$ cat src/rtl/trap_scheduler_pkg.sv
// Shared definitions for the trap scheduler.
//   - machine interrupt cause codes (MSI/MTI/MEI)
//   - mstatus.MIE bit position and the U-mode privilege encoding
//   - 2-bit scheduler FSM state type (exposed on the state_dbg port)
//   - irq_cause(): builds an interrupt mcause value from a 5-bit code
package trap_scheduler_pkg;

  localparam logic [4:0] IRQ_MSI = 5'd3;
  localparam logic [4:0] IRQ_MTI = 5'd7;
  localparam logic [4:0] IRQ_MEI = 5'd11;

  localparam int MSTATUS_MIE = 3;

  localparam logic [1:0] PRIVILEGE_MODE_U = 2'b00;

  typedef enum logic [1:0] {
    TS_RUN   = 2'd0,
    TS_SLEEP = 2'd1,
    TS_REQ   = 2'd2,
    TS_WAIT  = 2'd3
  } ts_state_e;

  // Interrupt causes carry bit 31 set and the code in the low bits.
  function automatic logic [31:0] irq_cause(input logic [4:0] code);
    return {1'b1, 26'b0, code};
  endfunction

endpackage

$ cat src/rtl/trap_scheduler_if.sv
// Trap request channel between the trap scheduler (master) and the
// CSR unit / main control FSM (slave).
//   trap_event   : one-cycle request; trap_cause/trap_pc/trap_badaddr are
//                  valid while it is high and stay stable until the next trap.
//   redirect_ack : completion; the main FSM has loaded the trap vector PC.
// Handshake: trap_event is a single-cycle pulse and does not wait for a
// ready. The scheduler then holds the core until redirect_ack is seen; an
// ack is only accepted after the trap_event cycle, an ack during the pulse
// itself is ignored.
interface trap_scheduler_if;
  logic        trap_event;
  logic [31:0] trap_cause;
  logic [31:0] trap_pc;
  logic [31:0] trap_badaddr;
  logic        redirect_ack;

  modport master (
    output trap_event, trap_cause, trap_pc, trap_badaddr,
    input  redirect_ack
  );

  modport slave (
    input  trap_event, trap_cause, trap_pc, trap_badaddr,
    output redirect_ack
  );
endinterface

$ cat src/rtl/trap_scheduler_irq_sync.sv
// N-stage flip-flop synchroniser for one asynchronous IRQ pin.
//   clk    : destination clock
//   resetn : asynchronous active-low reset, clears every stage
//   d      : raw asynchronous input
//   q      : synchronised output (last stage), N cycles after d
module trap_scheduler_irq_sync #(
  parameter int N = 2
) (
  input  logic clk,
  input  logic resetn,
  input  logic d,
  output logic q
);

  logic [N-1:0] ff;

  always_ff @(posedge clk or negedge resetn) begin
    if (!resetn) ff <= '0;
    else         ff <= {ff[N-2:0], d};
  end

  assign q = ff[N-1];

endmodule

$ cat src/rtl/trap_scheduler.sv
// Trap entry sequencer for the rv32ima multicycle core.
// Synchronises the raw IRQ pins, arbitrates synchronous exceptions against
// pending interrupts at instruction boundaries, handles WFI sleep/wake and
// issues a one-cycle trap request, holding the core until the PC redirect
// is acknowledged.
// Ports:
//   clk, resetn                          clock, async active-low reset
//   irq_sw/tmr/ext_raw                   asynchronous IRQ pins
//   irq_msip, irq_mtip                   synchronised SW/timer IRQ to the CSR unit
//   mip, mie, mstatus, privilege_mode    CSR state used for interrupt arbitration
//   boundary, next_pc                    fetch boundary and PC of next instruction
//   exc_valid/cause/pc/badaddr           synchronous exception report
//   wfi                                  WFI retired pulse
//   trap_bus (master)                    trap_event/trap_* out, redirect_ack in
//   hold, sleeping, ack_fault            stall, WFI sleep, sticky ack timeout
//   state_dbg                            current FSM state
module trap_scheduler
  import trap_scheduler_pkg::*;
#(
  parameter int SYNC_STAGES = 2,
  parameter int ACK_TIMEOUT = 15
) (
  input  logic                    clk,
  input  logic                    resetn,
  input  logic                    irq_sw_raw,
  input  logic                    irq_tmr_raw,
  input  logic                    irq_ext_raw,
  output logic                    irq_msip,
  output logic                    irq_mtip,
  input  logic [31:0]             mip,
  input  logic [31:0]             mie,
  input  logic [31:0]             mstatus,
  input  logic [1:0]              privilege_mode,
  input  logic                    boundary,
  input  logic [31:0]             next_pc,
  input  logic                    exc_valid,
  input  logic [31:0]             exc_cause,
  input  logic [31:0]             exc_pc,
  input  logic [31:0]             exc_badaddr,
  input  logic                    wfi,
  trap_scheduler_if.master        trap_bus,
  output logic                    hold,
  output logic                    sleeping,
  output logic                    ack_fault,
  output ts_state_e               state_dbg
);

  // Last T_WAIT count before the timeout fires; the FSM leaves T_WAIT on
  // that cycle, so the 4-bit counter can never wrap.
  localparam logic [3:0] ACK_LAST = 4'(ACK_TIMEOUT - 1);

  logic irq_meip;

  trap_scheduler_irq_sync #(.N(SYNC_STAGES)) u_sync_sw (
    .clk(clk), .resetn(resetn), .d(irq_sw_raw), .q(irq_msip)
  );
  trap_scheduler_irq_sync #(.N(SYNC_STAGES)) u_sync_tmr (
    .clk(clk), .resetn(resetn), .d(irq_tmr_raw), .q(irq_mtip)
  );
  trap_scheduler_irq_sync #(.N(SYNC_STAGES)) u_sync_ext (
    .clk(clk), .resetn(resetn), .d(irq_ext_raw), .q(irq_meip)
  );

  // The external IRQ never goes through the CSR unit's mip, so it is merged
  // in here as MEIP.
  logic [31:0] pend;
  logic        gie;
  logic        any_irq;
  logic        irq_take;
  logic [4:0]  irq_code;

  assign pend     = (mip | {20'b0, irq_meip, 11'b0}) & mie;
  assign gie      = (privilege_mode == PRIVILEGE_MODE_U) | mstatus[MSTATUS_MIE];
  assign any_irq  = pend[IRQ_MEI] | pend[IRQ_MSI] | pend[IRQ_MTI];
  assign irq_take = gie & any_irq;

  always_comb begin
    irq_code = IRQ_MTI;
    if (pend[IRQ_MEI])      irq_code = IRQ_MEI;
    else if (pend[IRQ_MSI]) irq_code = IRQ_MSI;
  end

  logic unused_bits;
  assign unused_bits = ^{pend[31:12], pend[10:8], pend[6:4], pend[2:0],
                         mstatus[31:4], mstatus[2:0]};

  ts_state_e   state, state_n;
  logic [3:0]  cnt, cnt_n;
  logic        latch_exc, latch_irq, fault_set;
  logic [31:0] cause_q, pc_q, badaddr_q;
  logic        fault_q;

  always_ff @(posedge clk or negedge resetn) begin
    if (!resetn) begin
      state     <= TS_RUN;
      cnt       <= '0;
      cause_q   <= '0;
      pc_q      <= '0;
      badaddr_q <= '0;
      fault_q   <= 1'b0;
    end else begin
      state <= state_n;
      cnt   <= cnt_n;
      if (latch_exc) begin
        cause_q   <= exc_cause;
        pc_q      <= exc_pc;
        badaddr_q <= exc_badaddr;
      end else if (latch_irq) begin
        cause_q   <= irq_cause(irq_code);
        pc_q      <= next_pc;
        badaddr_q <= '0;
      end
      if (fault_set) fault_q <= 1'b1;
    end
  end

  always_comb begin
    state_n   = state;
    cnt_n     = cnt;
    latch_exc = 1'b0;
    latch_irq = 1'b0;
    fault_set = 1'b0;
    case (state)
      TS_RUN: begin
        // An exception outranks both interrupts and a same-cycle WFI.
        if (exc_valid) begin
          latch_exc = 1'b1;
          state_n   = TS_REQ;
        end else if (boundary && irq_take) begin
          latch_irq = 1'b1;
          state_n   = TS_REQ;
        end else if (wfi) begin
          state_n = TS_SLEEP;
        end
      end
      TS_SLEEP: begin
        // Wake on any enabled pending IRQ even with interrupts globally
        // disabled; only trap if the global enable allows it.
        if (any_irq) begin
          if (irq_take) begin
            latch_irq = 1'b1;
            state_n   = TS_REQ;
          end else begin
            state_n = TS_RUN;
          end
        end
      end
      TS_REQ: begin
        state_n = TS_WAIT;
        cnt_n   = '0;
      end
      TS_WAIT: begin
        if (trap_bus.redirect_ack) begin
          state_n = TS_RUN;
        end else if (cnt == ACK_LAST) begin
          fault_set = 1'b1;
          state_n   = TS_RUN;
        end else begin
          cnt_n = cnt + 4'd1;
        end
      end
      default: state_n = TS_RUN;
    endcase
  end

  assign trap_bus.trap_event   = (state == TS_REQ);
  assign trap_bus.trap_cause   = cause_q;
  assign trap_bus.trap_pc      = pc_q;
  assign trap_bus.trap_badaddr = badaddr_q;

  assign hold      = (state != TS_RUN);
  assign sleeping  = (state == TS_SLEEP);
  assign ack_fault = fault_q;
  assign state_dbg = state;

endmodule
$ cat src/flat_wrapper.sv
// flat-port wrapper written by rule: the top's interface ports become plain ports
module trap_scheduler_flat import trap_scheduler_pkg::*;
#(
  parameter int SYNC_STAGES = 2,
  parameter int ACK_TIMEOUT = 15
)
  (clk, resetn, irq_sw_raw, irq_tmr_raw, irq_ext_raw, irq_msip, irq_mtip, mip, mie, mstatus, privilege_mode, boundary, next_pc, exc_valid, exc_cause, exc_pc, exc_badaddr, wfi, hold, sleeping, ack_fault, state_dbg, trap_bus_trap_event, trap_bus_trap_cause, trap_bus_trap_pc, trap_bus_trap_badaddr, trap_bus_redirect_ack);
  trap_scheduler_if trap_bus_i ();
  input  logic clk;
  input  logic resetn;
  input  logic irq_sw_raw;
  input  logic irq_tmr_raw;
  input  logic irq_ext_raw;
  output logic irq_msip;
  output logic irq_mtip;
  input  logic [31:0] mip;
  input  logic [31:0] mie;
  input  logic [31:0] mstatus;
  input  logic [1:0] privilege_mode;
  input  logic boundary;
  input  logic [31:0] next_pc;
  input  logic exc_valid;
  input  logic [31:0] exc_cause;
  input  logic [31:0] exc_pc;
  input  logic [31:0] exc_badaddr;
  input  logic wfi;
  output logic hold;
  output logic sleeping;
  output logic ack_fault;
  output ts_state_e state_dbg;
  output wire logic [$bits(trap_bus_i.trap_event)-1:0] trap_bus_trap_event;
  output wire logic [$bits(trap_bus_i.trap_cause)-1:0] trap_bus_trap_cause;
  output wire logic [$bits(trap_bus_i.trap_pc)-1:0] trap_bus_trap_pc;
  output wire logic [$bits(trap_bus_i.trap_badaddr)-1:0] trap_bus_trap_badaddr;
  input wire logic [$bits(trap_bus_i.redirect_ack)-1:0] trap_bus_redirect_ack;
  assign trap_bus_trap_event = trap_bus_i.trap_event;
  assign trap_bus_trap_cause = trap_bus_i.trap_cause;
  assign trap_bus_trap_pc = trap_bus_i.trap_pc;
  assign trap_bus_trap_badaddr = trap_bus_i.trap_badaddr;
  assign trap_bus_i.redirect_ack = trap_bus_redirect_ack;
  trap_scheduler #(.SYNC_STAGES(SYNC_STAGES), .ACK_TIMEOUT(ACK_TIMEOUT)) u_core (.clk(clk), .resetn(resetn), .irq_sw_raw(irq_sw_raw), .irq_tmr_raw(irq_tmr_raw), .irq_ext_raw(irq_ext_raw), .irq_msip(irq_msip), .irq_mtip(irq_mtip), .mip(mip), .mie(mie), .mstatus(mstatus), .privilege_mode(privilege_mode), .boundary(boundary), .next_pc(next_pc), .exc_valid(exc_valid), .exc_cause(exc_cause), .exc_pc(exc_pc), .exc_badaddr(exc_badaddr), .wfi(wfi), .trap_bus(trap_bus_i), .hold(hold), .sleeping(sleeping), .ack_fault(ack_fault), .state_dbg(state_dbg));
endmodule
$ cat config.mk
export PLATFORM = sky130hd
export DESIGN_NAME = trap_scheduler_flat
export DESIGN_NICKNAME = d
export VERILOG_FILES = /design/src/rtl/trap_scheduler_pkg.sv /design/src/rtl/trap_scheduler_if.sv /design/src/rtl/trap_scheduler_irq_sync.sv /design/src/rtl/trap_scheduler.sv /design/src/flat_wrapper.sv
export SDC_FILE = /design/constraint.sdc
export NUM_CORES = 1
export LEC_CHECK = 0
export ABC_AREA = 1
export BUFFER_PORTS_ARGS = -buffer_cell sky130_fd_sc_hd__clkbuf_2
export CORE_AREA = 2 2 131 133
export DETAILED_ROUTE_END_ITERATION = 10
export DIE_AREA = 0 0 133 135
export GPL_TIMING_DRIVEN = 0
export MAX_ROUTING_LAYER = met4
export PLACE_DENSITY_LB_ADDON = 0.12
export SETUP_SLACK_MARGIN = 0.1
export SYNTH_ARGS = -nofsm -noshare
export SYNTH_HDL_FRONTEND = slang
export SYNTH_HIERARCHICAL = 1
export SYNTH_SLANG_ARGS = --single-unit
$ cat constraint.sdc
create_clock -name clk -period 1.6 [get_ports clk]
set_input_delay 0.16 -clock clk [delete_from_list [all_inputs] [get_ports clk]]
set_output_delay 0.16 -clock clk [all_outputs]
set_load 0.05 [all_outputs]
Word-level counts from Yosys, hierarchy flattened
Cells that the tools add are included.
{"block": "totals", "register_bits": 109, "in_bits": 235, "output_inout_bits": 104, "elab_cells": 62}
{"block": "classes", "n_addsub": 1, "eq_ne": 9, "muxes": 29, "bitwise_logic": 6, "n_reduce_logical": 8}
{"op": "32-bit 2-to-1 mux", "n": 6}
{"op": "2-bit 2-to-1 mux", "n": 7}
{"op": "12-bit bitwise AND", "n": 1}
{"op": "4-bit 2-to-1 mux", "n": 3}
{"op": "12-bit OR", "n": 1}
{"op": "1-bit 2-to-1 mux", "n": 9}
{"op": "2-bit one-hot mux with 4 select lines", "n": 1}
{"op": "4-bit one-hot mux with 2 select lines", "n": 1}
{"op": "3-bit AND reduction", "n": 2}
{"op": "2-bit nonzero test", "n": 3}
{"op": "4-bit by 1-bit adder with 4-bit output (second input constant)", "n": 1}
{"op": "2-bit equality test (second input constant)", "n": 2}
{"op": "4-bit equality test (second input constant)", "n": 1}
{"op": "2-bit zero test", "n": 2}
{"op": "2-bit inequality test (second input constant)", "n": 2}
{"op": "4-bit by 3-bit inequality test with 1-bit output (second input constant)", "n": 1}
{"op": "3-bit 2-to-1 mux", "n": 1}
{"op": "3-bit by 2-bit inequality test with 1-bit output (second input constant)", "n": 1}
{"op": "1-bit OR", "n": 3}
{"op": "2-bit by 1-bit equality test with 1-bit output (second input constant)", "n": 1}
{"op": "2-bit by 1-bit inequality test with 1-bit output (second input constant)", "n": 1}
{"op": "1-bit one-hot mux with 2 select lines", "n": 1}
{"op": "1-bit bitwise AND", "n": 1}
{"op": "1-bit logical AND", "n": 1}

Logic depth before layout (Yosys ltp)
{"block": "depth", "word_depth": 11, "ltp_mapped": 9, "ltp_nobuf": 9}

Modules after synthesis
The synthesis kept the hierarchy.
{"mod": "trap_scheduler", "n_inst": 1, "cells_per_inst": 586, "area_per_inst_um2": 4898.4, "seq_area_each_um2": 2577.5}
{"mod": "trap_scheduler_irq_sync", "n_inst": 3, "cells_per_inst": 2, "area_per_inst_um2": 50.0, "seq_area_each_um2": 50.0}

Worst setup path after synthesis
No wires, ideal clock.
{"block": "synth_path", "path_type": "reg2reg", "startpoint": "reg u_core.state[1], in the netlist u_core/state_dbg[1]", "endpoint": "reg u_core.cnt[2]", "setup_time_ns": 0.162, "arrival_ns": 2.068, "required_ns": 1.438, "setup_slack_ns": -0.630, "path_stages_with_launch": 8, "n_path_buf": 0, "synth_period_minus_slack_ns": 2.230, "cell_sequence": "dfrtp_1 > inv_1 > nor2_1 > inv_1 > nand2_1 > nand2_1 > xor2_1 > nor2_1"}
{"block": "synth_between", "elab_chain_cells": 3, "word_cells_on_any_way": 7, "cone_classes": "eq/ne (4); mux (1); reduce/logical (2)"}
{"element": "start: declaration", "line_no": "trap_scheduler.sv:87", "source": "ts_state_e state, state_n;"}
{"element": "start signal: assignment", "line_no": "trap_scheduler.sv:102", "source": "state <= state_n;"}
{"element": "2-bit equality test *"}
{"element": "via trap_bus_trap_event", "line_no": "flat_wrapper.sv:31", "source": "output wire logic [$bits(trap_bus_i.trap_event)-1:0] trap_bus_trap_event;"}
{"element": "2-bit nonzero test (no line)"}
{"element": "3-bit AND reduction (no line)"}
{"element": "end signal: assignment", "line_no": "trap_scheduler.sv:103", "source": "cnt <= cnt_n;"}
{"element": "end: declaration", "line_no": "trap_scheduler.sv:88", "source": "logic [3:0] cnt, cnt_n;"}
The timed path passes the listed nets; every way through them passes the cells marked *.
A chain may end at the register's enable or synchronous reset.

Worst setup path after layout
{"block": "layout_path", "startpoint": "reg u_core.u_sync_ext.ff[1]", "endpoint": "reg u_core.cause_q[28], in the netlist u_core/trap_bus.trap_cause[28]"}
{"block": "layout_between", "elab_chain_cells": 10, "word_cells_on_any_way": 12, "cone_classes": "mux (5); bitwise (5); reduce/logical (2)"}
{"element": "start: declaration", "line_no": "trap_scheduler_irq_sync.sv:15", "source": "logic [N-1:0] ff;"}
{"element": "start signal: assignment", "line_no": "trap_scheduler_irq_sync.sv:19", "source": "else ff <= {ff[N-2:0], d};"}
{"element": "12-bit OR *", "line_no": "trap_scheduler.sv:72", "source": "assign pend = (mip | {20'b0, irq_meip, 11'b0}) & mie;"}
{"element": "12-bit bitwise AND *", "line_no": "trap_scheduler.sv:72"}
{"element": "1-bit OR * (2 in series)", "line_no": "trap_scheduler.sv:74", "source": "assign any_irq = pend[IRQ_MEI] | pend[IRQ_MSI] | pend[IRQ_MTI];"}
{"element": "1-bit bitwise AND", "line_no": "trap_scheduler.sv:75", "source": "assign irq_take = gie & any_irq;"}
{"element": "1-bit logical AND", "line_no": "trap_scheduler.sv:129", "source": "end else if (boundary && irq_take) begin"}
{"element": "1-bit 2-to-1 mux", "line_no": "trap_scheduler.sv:129"}
{"element": "1-bit 2-to-1 mux", "line_no": "trap_scheduler.sv:126", "source": "if (exc_valid) begin"}
{"element": "1-bit one-hot mux with 2 select lines *", "line_no": "trap_scheduler.sv:123", "source": "case (state)"}
{"element": "2-bit nonzero test (no line) *"}
{"element": "end signal: assignment", "line_no": "trap_scheduler.sv:105", "source": "cause_q <= exc_cause;"}
{"element": "end signal: assignment", "line_no": "trap_scheduler.sv:109", "source": "cause_q <= irq_cause(irq_code);"}
{"element": "end: declaration", "line_no": "trap_scheduler.sv:90", "source": "logic [31:0] cause_q, pc_q, badaddr_q;"}
Every way passes the cells marked *; elsewhere a longest branch is shown, timed or not.

==> flow_summary.ini <==
[yosys]
synth-simple-area-share = 0.386
synth_top_area_share = 0.540
synthMuxAreaShare = 0
synth_cells = 592
synth_nets = 829
synth_xor_xnor_area_share = 0.00173
yosys.area.top_type = dfrtp_1
synth_fa_ha_area_frac = 0.00496
ys_seq_area_frac = 0.540
yosysWarnings = 6
synth_top_family_by_area = simple AND/OR/NAND/NOR gates
syn_avg_cell_area_um2 = 8.53
synth-compound-area-share = 0.0129
synth_cell_types = 25
ys_seq_elements = 109
synthTopCellsByArea = dfrtp_1, nand2_1, nand3_1
synth_area_um2 = 5050

[power]
netSwitchingFraction = 0.521
p_comb_frac = 0.594
p_leak_uw = 0.00446
power-per-cell-area_nw_per_um2 = 2320
p_int_uw = 8680
switchingPower_uw = 9440
p_seq_frac = 0.267
finalPower_uw = 18100
clockPowerShare = 0.139
vdd.ir_drop.worst_mv = 0.963

[worst_setup_path]
critPathKind = reg2reg
worstPathArrival_ns = 1.84
worstSetupStartpointType = flop
slowest_delay_ns = 0.40
critPathCaptureType = flop
crit_required_ns = 1.89
slowest_stage = dfrtp_1
path_cells = o21ai_4 -> nand3_4 -> nand3_4 -> nand2_4 -> nand2_8 -> buf_12 -> buf_12 -> clkbuf_16 -> nand3_2 -> nand2_1
crit_path_max_fanout = 8

[min_path]
hold_class = in2reg

[detailed_routing]
firstDrtPassIters = 4
drtIter0Drc = 167
remaining_drc_errors = 0
drt-vias-per-instance = 4.45
wire_per_inst_um = 14.3
wirelength_um = 16100
num_vias = 4992
drtAntennaViolNets = 0

[cells_and_area]
area_growth_syn_to_layout_pct = 55.0
diodes = 0
nNetsFinal = 1135
final_cells = 1122
final_cell_area_um2 = 7820
drive_gt1_frac = 0.450

[clock_network]
h-tree-depth = 3
cts_tree = yes
root_buffer = clkbuf_16
path_clk_slew_ns = 0.07
clockBufferDepth = 2
clock_insertion_delay_worst_skew_ns = 0.35
cts.sinks = 109
cts_buffers = 9

[placement]
dp_hpwl_um = 11700
dp.cells = 1061
place_ws_ns = -0.121
placed_cell_area_um2 = 6630
portBuffers = 249
place.gp.congestion = 0.849

[global_routing]
grt_first_pass_wirelength_um = 25900
antenna_found_initial = 0
gr-total-overflow = 0
grt_util_all_layers = 0.189
grt_max_degree = 110
grt_pass1_vias = 5033

[floorplanning]
die_width_um = 133
die_h_um = 135
die_area_um2 = 18000
io-pin-count = 339
initial_core_util = 0.308
core-area_um2 = 16400
rows = 47

[outcome]
status = complete, no violations

[sta]
timing.final.crit_share = 0.969
max_freq_ghz = 0.645
timing.final.ws_setup_ns = 0.0497
min_period_ns = 1.55
finClkSkew_ns = 0.00698
hold_slack_ns = 0.0148
rsz0062_at_grt = true
worstMarginPinSlew_ns = 0.891
hold_viol = 0
drv_slew = 0
max_slew_margin = 0.406
setup_viol = 0

[run]
cap_violations = 0
==> final timing paths <==
kind                                              startpoint                                           end  slack [ns]  cells past startpoint
max                        u_core/u_sync_ext/ff[1]$_DFF_PN0_    u_core/trap_bus.trap_cause[28]$_DFFE_PN0P_        0.05                     10
min                                             exc_cause[6]     u_core/trap_bus.trap_cause[6]$_DFFE_PN0P_        0.01                      3
max reg2reg                u_core/u_sync_ext/ff[1]$_DFF_PN0_    u_core/trap_bus.trap_cause[28]$_DFFE_PN0P_        0.05                     10
min reg2reg                u_core/u_sync_tmr/ff[0]$_DFF_PN0_             u_core/u_sync_tmr/ff[1]$_DFF_PN0_        0.36                      0
max in group asynchronous                             resetn               u_core/state_dbg[0]$_DFFE_PN0P_        0.47                      2
min in group asynchronous                             resetn  u_core/trap_bus.trap_badaddr[14]$_DFFE_PN0P_        0.49                      2
==> power by group through the flow <==
stage          registers (uW)  logic (uW)  clock network, uW
3_5_place_dp             4900        9630                  0
3_3_place_gp             4850        9520                  0
6_report                 4840       10800               2530
4_1_cts                  4850       10600               2620
2_1_floorplan            9020        2950                  0
5_1_grt                  5010       11500               2740
==> layout make-up <==
cell class | count | area [um2]
Fill cell | 1636 | 8580
Sequential cell | 109 | 2730
Multi-Input combinational cell | 435 | 2210
Timing Repair Buffer | 298 | 1860
Buffer | 33 | 360
Tap cell | 220 | 275
Clock buffer | 11 | 233
Clock inverter | 4 | 97.6
Inverter | 12 | 57.6
==> placed cells by master, fill, tap and decap left out, drive strengths merged <==
cell / instances
nand2: 305
clkbuf: 267
dfrtp: 109
nand3: 105
buf: 51
dlygate4sd3: 23
inv: 12
nor2: 7
o21ai: 6
bufinv: 3
or2: 3
nand4: 3
ha: 2
o21bai: 2
clkinvlp: 1
bufbuf: 1
xor2: 1
a21oi: 1
==> worst max-delay path: cells and delay by family, from the launching register on <==
family / cells / cell delay [ns]
compound gates: 1 / 0.16
buf+inv: 3 / 0.42
flops: 1 / 0.40
simple gates: 6 / 0.52
==> logic make-up (layout without fill, tap and decap cells) <==
logic type	Yosys count	after routing
buffers and inverters	48	358
AOI/OAI and AO/OA	9	9
DFF	109	109
adders and majority gates	2	2
xor gates and xnor gates	1	1
and+or+nand+nor	423	423
==> state kept, by name, summed over array words and instances (netlist names) <==
signal                        flops
u_core/trap_bus.trap_cause       32
u_core/trap_bus.trap_badaddr     32
u_core/ack_fault                  1
u_core/u_sync_sw/ff               2
u_core/u_sync_tmr/ff              2
u_core/u_sync_ext/ff              2
u_core/state_dbg                  2
u_core/cnt                        4
u_core/trap_bus.trap_pc          32
==> routing by layer <==
layer  track usage  wire length [um]  vias to the layer above
li1              -                 -                     2487
met1         0.240              6960                     2298
met2         0.304              7770                      190
met3        0.0387              1070                       17
met4        0.0609               272                        0
met5             -                 0                        -
==> timing repair <==
item,4_1_cts,5_1_grt
resized for setup,73,30
hold buffers,23,0
gates cloned,5,2
buffers inserted,16,3
setup endpoints to repair,98,100
hold endpoints to repair,131,0
pin swaps,8,4
==> metrics by stage <==
step | utilization | TNS (ns)
after floorplan | - | 0
after global placement | 0.403 | -142.56
after detailed placement | 0.404 | -5.33
after CTS | 0.467 | 0
after global routing | 0.477 | -0.210
final | 0.477 | 0
==> synth_stat cells, drive strengths merged <==
cell type,number
nand3,105
nor2,7
o21ai,6
xor2,1
or2,3
o21bai,2
buf,30
nand4,3
nand2,305
a21oi,1
inv,12
clkbuf,6
ha,2
dfrtp,109
Power figures use the tool's default switching activity.
